==> src/rtl/usb_tx_pkg.sv <==
// Shared types and constants for the USB transmit serializer.
package usb_tx_pkg;

    typedef enum logic [1:0] {
        IDLE,
        SEND,
        EOP_SE0,
        EOP_J
    } state_t;

    // Line states as {d_plus, d_minus}
    localparam logic [1:0] LINE_J   = 2'b10;
    localparam logic [1:0] LINE_K   = 2'b01;
    localparam logic [1:0] LINE_SE0 = 2'b00;

    localparam int EOP_SE0_BITS = 2;
    localparam int EOP_J_BITS   = 1;

endpackage

==> src/rtl/flex_pts_sr.sv <==
// Parallel-to-serial shift register; MSB selects which end is shifted out first.
module flex_pts_sr #(
    parameter int SIZE = 8,
    parameter int MSB  = 0
) (
    input  logic            clk,
    input  logic            n_rst,
    input  logic            shift_enable,
    input  logic            load_enable,
    input  logic [SIZE-1:0] parallel_in,
    output logic            serial_out
);

    logic [SIZE-1:0] r_sr;

    generate
        if (MSB != 0) begin : g_msb_first
            always_ff @(posedge clk or negedge n_rst) begin
                if (!n_rst)            r_sr <= '1;
                else if (load_enable)  r_sr <= parallel_in;
                else if (shift_enable) r_sr <= {r_sr[SIZE-2:0], 1'b1};
            end
            assign serial_out = r_sr[SIZE-1];
        end else begin : g_lsb_first
            always_ff @(posedge clk or negedge n_rst) begin
                if (!n_rst)            r_sr <= '1;
                else if (load_enable)  r_sr <= parallel_in;
                else if (shift_enable) r_sr <= {1'b1, r_sr[SIZE-1:1]};
            end
            assign serial_out = r_sr[0];
        end
    endgenerate

endmodule

==> src/rtl/usb_tx_serializer.sv <==
// USB transmit serializer: byte handshake, LSB-first shifting, bit stuffing,
// NRZI encoding and EOP generation onto the D+/D- pair.
module usb_tx_serializer
    import usb_tx_pkg::*;
#(
    parameter int DATA_WIDTH   = 8,
    parameter int CLKS_PER_BIT = 8,
    parameter int STUFF_LIMIT  = 6
) (
    input  logic                  clk,
    input  logic                  n_rst,
    input  logic [DATA_WIDTH-1:0] tx_data,
    input  logic                  tx_valid,
    input  logic                  tx_last,
    output logic                  tx_ready,
    output logic                  d_plus,
    output logic                  d_minus,
    output logic                  tx_busy,
    output logic                  tx_error
);

    localparam int TW = $clog2(CLKS_PER_BIT);
    localparam int BW = (DATA_WIDTH > 1) ? $clog2(DATA_WIDTH) : 1;
    localparam int OW = $clog2(STUFF_LIMIT + 1);

    state_t                r_state;
    logic [TW-1:0]         r_timer;
    logic [BW-1:0]         r_bit_idx;
    logic [OW-1:0]         r_ones;
    logic                  r_level;
    logic                  r_cur_last;
    logic [1:0]            r_eop_cnt;
    logic [1:0]            r_line;
    logic                  r_ready;
    logic                  r_busy;
    logic                  r_err;
    logic                  r_hold_full;
    logic                  r_hold_last;
    logic [DATA_WIDTH-1:0] r_hold_data;

    state_t        w_state_nxt;
    logic [TW-1:0] w_timer_nxt;
    logic [BW-1:0] w_bit_idx_nxt;
    logic [OW-1:0] w_ones_nxt;
    logic          w_level_nxt;
    logic          w_cur_last_nxt;
    logic [1:0]    w_eop_nxt;
    logic [1:0]    w_line_nxt;
    logic          w_err_nxt;
    logic          w_load;
    logic          w_emit;
    logic          w_emit_bit;
    logic          w_serial;
    logic          w_accept;
    logic          w_hold_full_nxt;
    logic          w_bit_end;
    logic          w_pre_end;
    logic          w_stuff_due;
    logic          w_byte_done;
    logic          w_shift;

    assign w_accept    = tx_valid && !r_hold_full;
    assign w_bit_end   = (r_timer == TW'(CLKS_PER_BIT - 1));
    assign w_pre_end   = (r_timer == TW'(CLKS_PER_BIT - 2));
    assign w_stuff_due = (r_ones == OW'(STUFF_LIMIT));
    assign w_byte_done = (r_bit_idx == BW'(DATA_WIDTH - 1));
    // Shift one cycle ahead of the bit boundary so serial_out already shows the
    // next data bit when the registered line value is computed.
    assign w_shift     = (r_state == SEND) && w_pre_end && !w_stuff_due && !w_byte_done;

    assign w_hold_full_nxt = w_accept || (r_hold_full && !w_load);

    flex_pts_sr #(
        .SIZE (DATA_WIDTH),
        .MSB  (0)
    ) u_pts_sr (
        .clk          (clk),
        .n_rst        (n_rst),
        .shift_enable (w_shift),
        .load_enable  (w_load),
        .parallel_in  (r_hold_data),
        .serial_out   (w_serial)
    );

    always_comb begin
        w_state_nxt    = r_state;
        w_timer_nxt    = r_timer;
        w_bit_idx_nxt  = r_bit_idx;
        w_ones_nxt     = r_ones;
        w_level_nxt    = r_level;
        w_cur_last_nxt = r_cur_last;
        w_eop_nxt      = r_eop_cnt;
        w_err_nxt      = 1'b0;
        w_load         = 1'b0;
        w_emit         = 1'b0;
        w_emit_bit     = 1'b0;

        if (r_state != IDLE) begin
            w_timer_nxt = w_bit_end ? '0 : r_timer + TW'(1);
        end

        case (r_state)
            IDLE: begin
                w_level_nxt = 1'b1;
                w_ones_nxt  = '0;
                if (r_hold_full) begin
                    w_state_nxt    = SEND;
                    w_timer_nxt    = '0;
                    w_bit_idx_nxt  = '0;
                    w_cur_last_nxt = r_hold_last;
                    w_load         = 1'b1;
                    w_emit         = 1'b1;
                    w_emit_bit     = r_hold_data[0];
                end
            end
            SEND: begin
                if (w_bit_end) begin
                    if (w_stuff_due) begin
                        w_emit     = 1'b1;
                        w_emit_bit = 1'b0;
                    end else if (!w_byte_done) begin
                        w_emit        = 1'b1;
                        w_emit_bit    = w_serial;
                        w_bit_idx_nxt = r_bit_idx + BW'(1);
                    end else if (r_cur_last) begin
                        w_state_nxt = EOP_SE0;
                        w_eop_nxt   = '0;
                    end else if (r_hold_full) begin
                        w_bit_idx_nxt  = '0;
                        w_cur_last_nxt = r_hold_last;
                        w_load         = 1'b1;
                        w_emit         = 1'b1;
                        w_emit_bit     = r_hold_data[0];
                    end else begin
                        w_err_nxt   = 1'b1;
                        w_state_nxt = EOP_SE0;
                        w_eop_nxt   = '0;
                    end
                end
            end
            EOP_SE0: begin
                if (w_bit_end) begin
                    if (r_eop_cnt == 2'(EOP_SE0_BITS - 1)) begin
                        w_state_nxt = EOP_J;
                        w_eop_nxt   = '0;
                    end else begin
                        w_eop_nxt = r_eop_cnt + 2'd1;
                    end
                end
            end
            EOP_J: begin
                if (w_bit_end) begin
                    if (r_eop_cnt == 2'(EOP_J_BITS - 1)) begin
                        w_state_nxt = IDLE;
                        w_eop_nxt   = '0;
                        w_ones_nxt  = '0;
                        w_level_nxt = 1'b1;
                    end else begin
                        w_eop_nxt = r_eop_cnt + 2'd1;
                    end
                end
            end
            default: w_state_nxt = IDLE;
        endcase

        // NRZI: a 0 (data or stuffed) toggles the level, a 1 holds it
        if (w_emit) begin
            w_level_nxt = w_emit_bit ? r_level : !r_level;
            w_ones_nxt  = w_emit_bit ? r_ones + OW'(1) : '0;
        end
    end

    always_comb begin
        w_line_nxt = LINE_J;
        case (w_state_nxt)
            SEND:    w_line_nxt = w_level_nxt ? LINE_J : LINE_K;
            EOP_SE0: w_line_nxt = LINE_SE0;
            default: w_line_nxt = LINE_J;
        endcase
    end

    always_ff @(posedge clk or negedge n_rst) begin
        if (!n_rst) begin
            r_state     <= IDLE;
            r_timer     <= '0;
            r_bit_idx   <= '0;
            r_ones      <= '0;
            r_level     <= 1'b1;
            r_cur_last  <= 1'b0;
            r_eop_cnt   <= '0;
            r_line      <= LINE_J;
            r_ready     <= 1'b1;
            r_busy      <= 1'b0;
            r_err       <= 1'b0;
            r_hold_full <= 1'b0;
        end else begin
            r_state     <= w_state_nxt;
            r_timer     <= w_timer_nxt;
            r_bit_idx   <= w_bit_idx_nxt;
            r_ones      <= w_ones_nxt;
            r_level     <= w_level_nxt;
            r_cur_last  <= w_cur_last_nxt;
            r_eop_cnt   <= w_eop_nxt;
            r_line      <= w_line_nxt;
            r_ready     <= !w_hold_full_nxt;
            r_busy      <= (w_state_nxt != IDLE);
            r_err       <= w_err_nxt;
            r_hold_full <= w_hold_full_nxt;
        end
    end

    always_ff @(posedge clk) begin
        if (w_accept) begin
            r_hold_data <= tx_data;
            r_hold_last <= tx_last;
        end
    end

    assign d_plus   = r_line[1];
    assign d_minus  = r_line[0];
    assign tx_ready = r_ready;
    assign tx_busy  = r_busy;
    assign tx_error = r_err;

endmodule
==> config.mk <==
export PLATFORM = sky130hd
export DESIGN_NAME = usb_tx_serializer
export DESIGN_NICKNAME = d
export VERILOG_FILES = /design/src/rtl/usb_tx_pkg.sv /design/src/rtl/flex_pts_sr.sv /design/src/rtl/usb_tx_serializer.sv
export SDC_FILE = /design/constraint.sdc
export NUM_CORES = 1
export LEC_CHECK = 0
export ABC_CLOCK_PERIOD_IN_PS = 4500
export CAP_MARGIN = 40
export CORE_MARGIN = 3
export CORE_UTILIZATION = 62
export CTS_CLUSTER_SIZE = 30
export DETAILED_ROUTE_END_ITERATION = 10
export PLACE_DENSITY = 0.84
export SLEW_MARGIN = 10
export SYNTH_ARGS = -nofsm -noshare
export SYNTH_HDL_FRONTEND = slang
export SYNTH_HIERARCHICAL = 1
export SYNTH_SLANG_ARGS = --single-unit
export TNS_END_PERCENT = 50
==> constraint.sdc <==
create_clock -name clk -period 4.5 [get_ports clk]
set_input_delay 1.125 -clock clk [delete_from_list [all_inputs] [get_ports clk]]
set_output_delay 1.125 -clock clk [all_outputs]
set_load 0.02 [all_outputs]
; After elaboration in Yosys (flattened, before gate mapping)
; Cells that the tools add are included.
[totals]
elab_cells = 137
memories = 0
register_bits = 38
in_bits = 12
latchBits = 0
rom_bits = 0
ram_bits = 0
[op_classes]
reduce_logical = 24
shifts = 0
bitwise_logic = 0
mul = 0
eq_ne = 20
div_mod_pow = 0
order_cmp = 0
muxes = 74
n_addsub = 4
[ops]
columns = cell, count
row1 = $mux 2, 20
row2 = $mux 3, 13
row3 = $mux 1, 29
row4 = $mux 8, 2
row5 = $eq 3x3->1 const B, 4
row6 = $ne 2x2->1 const B, 6
row7 = $ne 3x3->1 const B, 4
row8 = $pmux 3 s2, 2
row9 = $pmux 1 s2, 5
row10 = $add 3x1->3 const B, 3
row11 = $pmux 2 s4, 1
row12 = $reduce_bool 2->1, 4
row13 = $reduce_and 7->1, 1
row14 = $eq 2x1->1 const B, 3
row15 = $eq 2x2->1 const B, 3
row16 = $logic_not 1->1, 6
row17 = $pmux 2 s3, 1
row18 = $reduce_bool 3->1, 2
row19 = $logic_and 1x1->1, 5
row20 = $reduce_and 5->1, 1
row21 = $logic_not 2->1, 2
row22 = $pmux 2 s2, 1
row23 = $reduce_and 4->1, 1
row24 = $reduce_and 3->1, 1
row25 = other kinds (2), 2

; Logic depth before layout (Yosys ltp)
[depth]
depth_word = 10
mapped_depth = 12
depth_no_buf = 11

; By module
; Netlist, hierarchy kept.
[by_module_without_submodules]
columns = mod, area_each_um2, instances, seq_area_each_um2, cells_each
row1 = usb_tx_serializer, 1730.4, 1, 799.5, 157
row2 = flex_pts_sr, 376.6, 1, 210.2, 34

; Least setup slack after synthesis
; Ideal clock, no wire load.
[synth_path]
kind = register to register
start = reg r_timer[0]
end = reg r_line[1]
setup_time_ps = 89
path_slack_ps = 2234
t_required_ps = 4411
path_stages_with_launch = 11
t_arrival_ps = 2177
synth_period_minus_slack_ps = 2266
path_buffers = 0
path_cell_list = dfrtp_1 -> ha_1 -> ha_1 -> nand2_1 -> a21o_1 -> a211o_1 -> a221o_1 -> ha_1 -> inv_1 -> o41ai_1 -> a211oi_1
[synth_between]
word_cells_on_any_way = 17
[synth_lines]
columns = element, line_no
row1 = from (decl), usb_tx_serializer.sv:27  ; logic [TW-1:0] r_timer;
row2 = from (signal assigned), usb_tx_serializer.sv:198  ; r_timer <= w_timer_nxt;
row3 = $eq 3x3->1 *, usb_tx_serializer.sv:63  ; assign w_bit_end = (r_timer == TW'(CLKS_PER_BIT - 1));
row4 = $mux 2 (on tied branches), "usb_tx_serializer.sv:152, usb_tx_serializer.sv:117, usb_tx_serializer.sv:142"
row5 = $pmux 2 s4 *, usb_tx_serializer.sv:102  ; case (r_state)
row6 = via w_state_nxt[0], usb_tx_serializer.sv:41  ; state_t w_state_nxt;
row7 = $eq 2x2->1 or $eq 2x1->1 (tied branches), usb_tx_serializer.sv:175  ; case (w_state_nxt)
row8 = $pmux 2 s2 *, usb_tx_serializer.sv:175
row9 = via w_line_nxt[1], usb_tx_serializer.sv:48  ; logic [1:0] w_line_nxt;
row10 = to (signal assigned), usb_tx_serializer.sv:204  ; r_line <= w_line_nxt;
row11 = to (decl), usb_tx_serializer.sv:33  ; logic [1:0] r_line;
; Mark *: on every way through the listed nets, which the timed path passes. The rest lies on a longest branch.
; A chain may end at the register's enable or synchronous reset.

; Worst setup path after layout
[layout_path]
start = reg r_ready (netlist: tx_ready)
end = out tx_ready
[layout_lines]
columns = element, line_no
row1 = from (decl), usb_tx_serializer.sv:34  ; logic r_ready;
row2 = from (signal assigned), usb_tx_serializer.sv:205  ; r_ready <= !w_hold_full_nxt;
row3 = to (decl), usb_tx_serializer.sv:15  ; output logic tx_ready,
; No word-level cell between the ends.

==> metrics.md <==
| Metric | Value |
|---|---|
| Distinct cells, synth | 49 |
| Finish-stage setup viols | 0 |
| Die Span X | 64.30 µm |
| Final wirelength | 3944 µm |
| Flops & latches, synth | 38 |
| Hold buffers post-CTS | 0 |
| Post-cts sizing count | 0 |
| Initial Utilization | 0.6683 |
| CP Buf/Inv Count | 1 |
| Slew @ Worst Pin | 0.8937 ns |
| Hold depth | 2 |
| P_sw | 0.5065 mW |
| Antenna cells | 0 |
| Root Driver | clkbuf_4 |
| DRT Pass-1 Iters | 4 |
| Final Util | 0.7476 |
| Setup TNS Final | 0 ns |
| Placed inst area | 2293 µm² |
| CTS tree | done |
| Gate power share | 0.399 |
| Post-Syn Area | 2107 µm² |
| Max Slew Vio Count | 0 |
| Arrival time of the worst setup path | 1.48 ns |
| Die Y | 64.30 µm |
| Top cells by area, synth | dfrtp_1 (21%), dfstp_2 (14%), edfxtp_1 (13%), ha_1 (11%), mux2i_1 (4.3%) |
| Count leader, synth | ha_1 |
| DRC marker count from the first detailed-route iteration | 92 |
| Post-route ant nets | 0 |
| Slowest cell delay on critical path | 0.60 ns |
| Clk_skew | 0.008782 ns |
| Vias in the first global route | 1486 |
| Post-Synthesis Cells | 191 |
| WS Path Type | flop to primary output |
| Synth area leader | dfrtp_1 |
| Fin nets | 240 |
| Synth warn | 6 |
| Data required, critical path | 3.38 ns |
| Crit share post-route | 0.5782 |
| Sequential share of power | 0.456 |
| P per Cell Area | 555.6 nW/µm² |
| Core Footprint | 3153 µm² |
| Clock Pin Slew Worst Setup and Hold Paths | 0.12 ns |
| Hold WS | 0.4894 ns |
| Area Overhead vs Synth | 11.88% |
| R2R depth | 8 |
| Routability cong. | 0.8902 |
| Via density | 5.902 |
| Port Buf Inserts | 16 |
| Static leakage | 0.9540 nW |
| Htree depth | 2 |
| Total global routing overflow | 0 |
| Outcome | complete, no violations |
| Global-route wire length before repair | 6782 µm |
| Sequential fraction of the synthesis area | 0.4792 |
| Slowest stage cell on the critical path | clkdlybuf4s50_1 |
| Mapped Nets | 222 |
| Final instance area | 2357 µm² |
| Top delay family on crit path | buffers and inverters |
| Sw Share | 0.3867 |
| Ys flop type | dfrtp_1 |
| Max Freq | 0.3843 GHz |
| Setup bufs post-CTS | 0 |
| Placed Cells | 246 |
| Max-cap violations | 0 |
| CP max FO | 1 |
| Clock Sinks | 38 |
| Final Hold Viols | 0 |
| Clock power share | 0.145 |
| RSZ-0062 raised after global routing | no |
| Yosys top cell area share | 0.2138 |
| Global Route Usage Sum | 0.2085 |
| CP Capture Type | primary output |
| Post-synth ARST share | 0.7632 |
| CTS Buffer Depth | 2 |
| Non-Filler Instances | 254 |
| Top post-synthesis cells by count | ha_1 (19), dfrtp_1 (18), nand2_1 (18), dfstp_2 (11), inv_1 (11) |
| Syn Area/Cell | 11.03 µm² |
| Cell chain of the critical path | clkdlybuf4s50_1 |
| Max transition margin | 0.4030 |
| DRC Markers | 0 |
| Initial antenna violation count | 0 |
| IO Pins | 17 |
| Share of cells above drive strength 1 | 0.1333 |
| Tmin final | 2.602 ns |
| Startpoint Class | flop |
| Die area | 4134 µm² |
| DP HPWL | 3020 µm |
| Maximum VDD drop | 0.0003441 V |
| Routed vias | 1499 |
| Cell internal pwr | 0.8031 mW |
| Rows | 20 |
| Worst skew pair latency | 0.34 ns |
| Drt wl/cell | 15.53 µm |
| Critical Path Stages | 1 |
| Largest net degree at the start of global routing | 21 |
| Number of flops mapped to enable cells by yosys | 9 |
| Num CTS Buffers | 5 |
| Hold/Removal Path Class | flop to flop |
[metrics by stage]
stage / total power, mW / setup slack [ns]
4_1_cts: 1.314 / 1.883
6_report: 1.310 / 1.898
3_5_place_dp: 1.124 / 1.873
5_1_grt: 1.408 / 1.586
2_1_floorplan: 0.9835 / 2.234
3_3_place_gp: 1.079 / 1.925
[cell type report]
class | instances | area (µm²)
sequential | 38 | 1010
multi-input combinational | 134 | 997.2
fill | 231 | 795.8
timing repair buffer | 19 | 190.2
tap | 44 | 55.05
clock buffer | 6 | 51.30
inverter | 11 | 41.29
clock inverter | 2 | 12.51
[kinds of logic after synthesis]
kind of cell	share of synthesized area
simple gates	0.1306
fa+ha+maj	0.1128
flops	0.4792
compound gates	0.1817
buf+inv	0.04751
mux	0.04810
[per-layer routing]
metal	routed length, µm	vias to the layer above	GRT usage
met5	0	-	0
met4	64	0	0.08179
met3	205	9	0.05448
met2	1919	45	0.3299
met1	1755	710	0.2732
li1	-	735	-
[final timing paths]
| check | endpoint | from | slack (ns) |
|---|---|---|---|
| max | tx_ready | tx_ready | 1.90 |
| min | u_pts_sr/r_sr[2] | r_hold_data[2] | 0.49 |
| max reg2reg | u_pts_sr/r_sr[0] | r_state[1] | 1.93 |
| min reg2reg | u_pts_sr/r_sr[2] | r_hold_data[2] | 0.49 |
| max in group asynchronous | u_pts_sr/r_sr[7] | n_rst | 2.84 |
| min in group asynchronous | r_hold_full | n_rst | 1.09 |
[power by group through the flow]
stage,sequential [mW],clock (mW),combinational [mW]
detailed placement,0.604,0,0.520
global route,0.615,0.207,0.586
floorplan,0.583,0,0.401
CTS,0.598,0.194,0.522
finish,0.598,0.190,0.522
global placement,0.595,0,0.484
[state kept, by name, summed over array words and instances (netlist names), 2 cells and up]
signal / count
r_bit_idx: 3
r_state: 2
r_eop_cnt: 2
r_hold_data: 8
r_ones: 3
r_timer: 3
r_line: 2
u_pts_sr/r_sr: 8
[cell usage in the layout (no fill, tap or decap), drive strengths merged, types with 9 or more instances in the layout]
| cell type | n |
|---|---|
| inv | 11 |
| nand2 | 19 |
| dfstp | 11 |
| clkdlybuf4s50 | 16 |
| mux2i | 9 |
| dfrtp | 18 |
| ha | 19 |
| edfxtp | 9 |
| o21ai | 16 |
| a21oi | 9 |
Note: power is estimated with default switching activity, not from simulation.
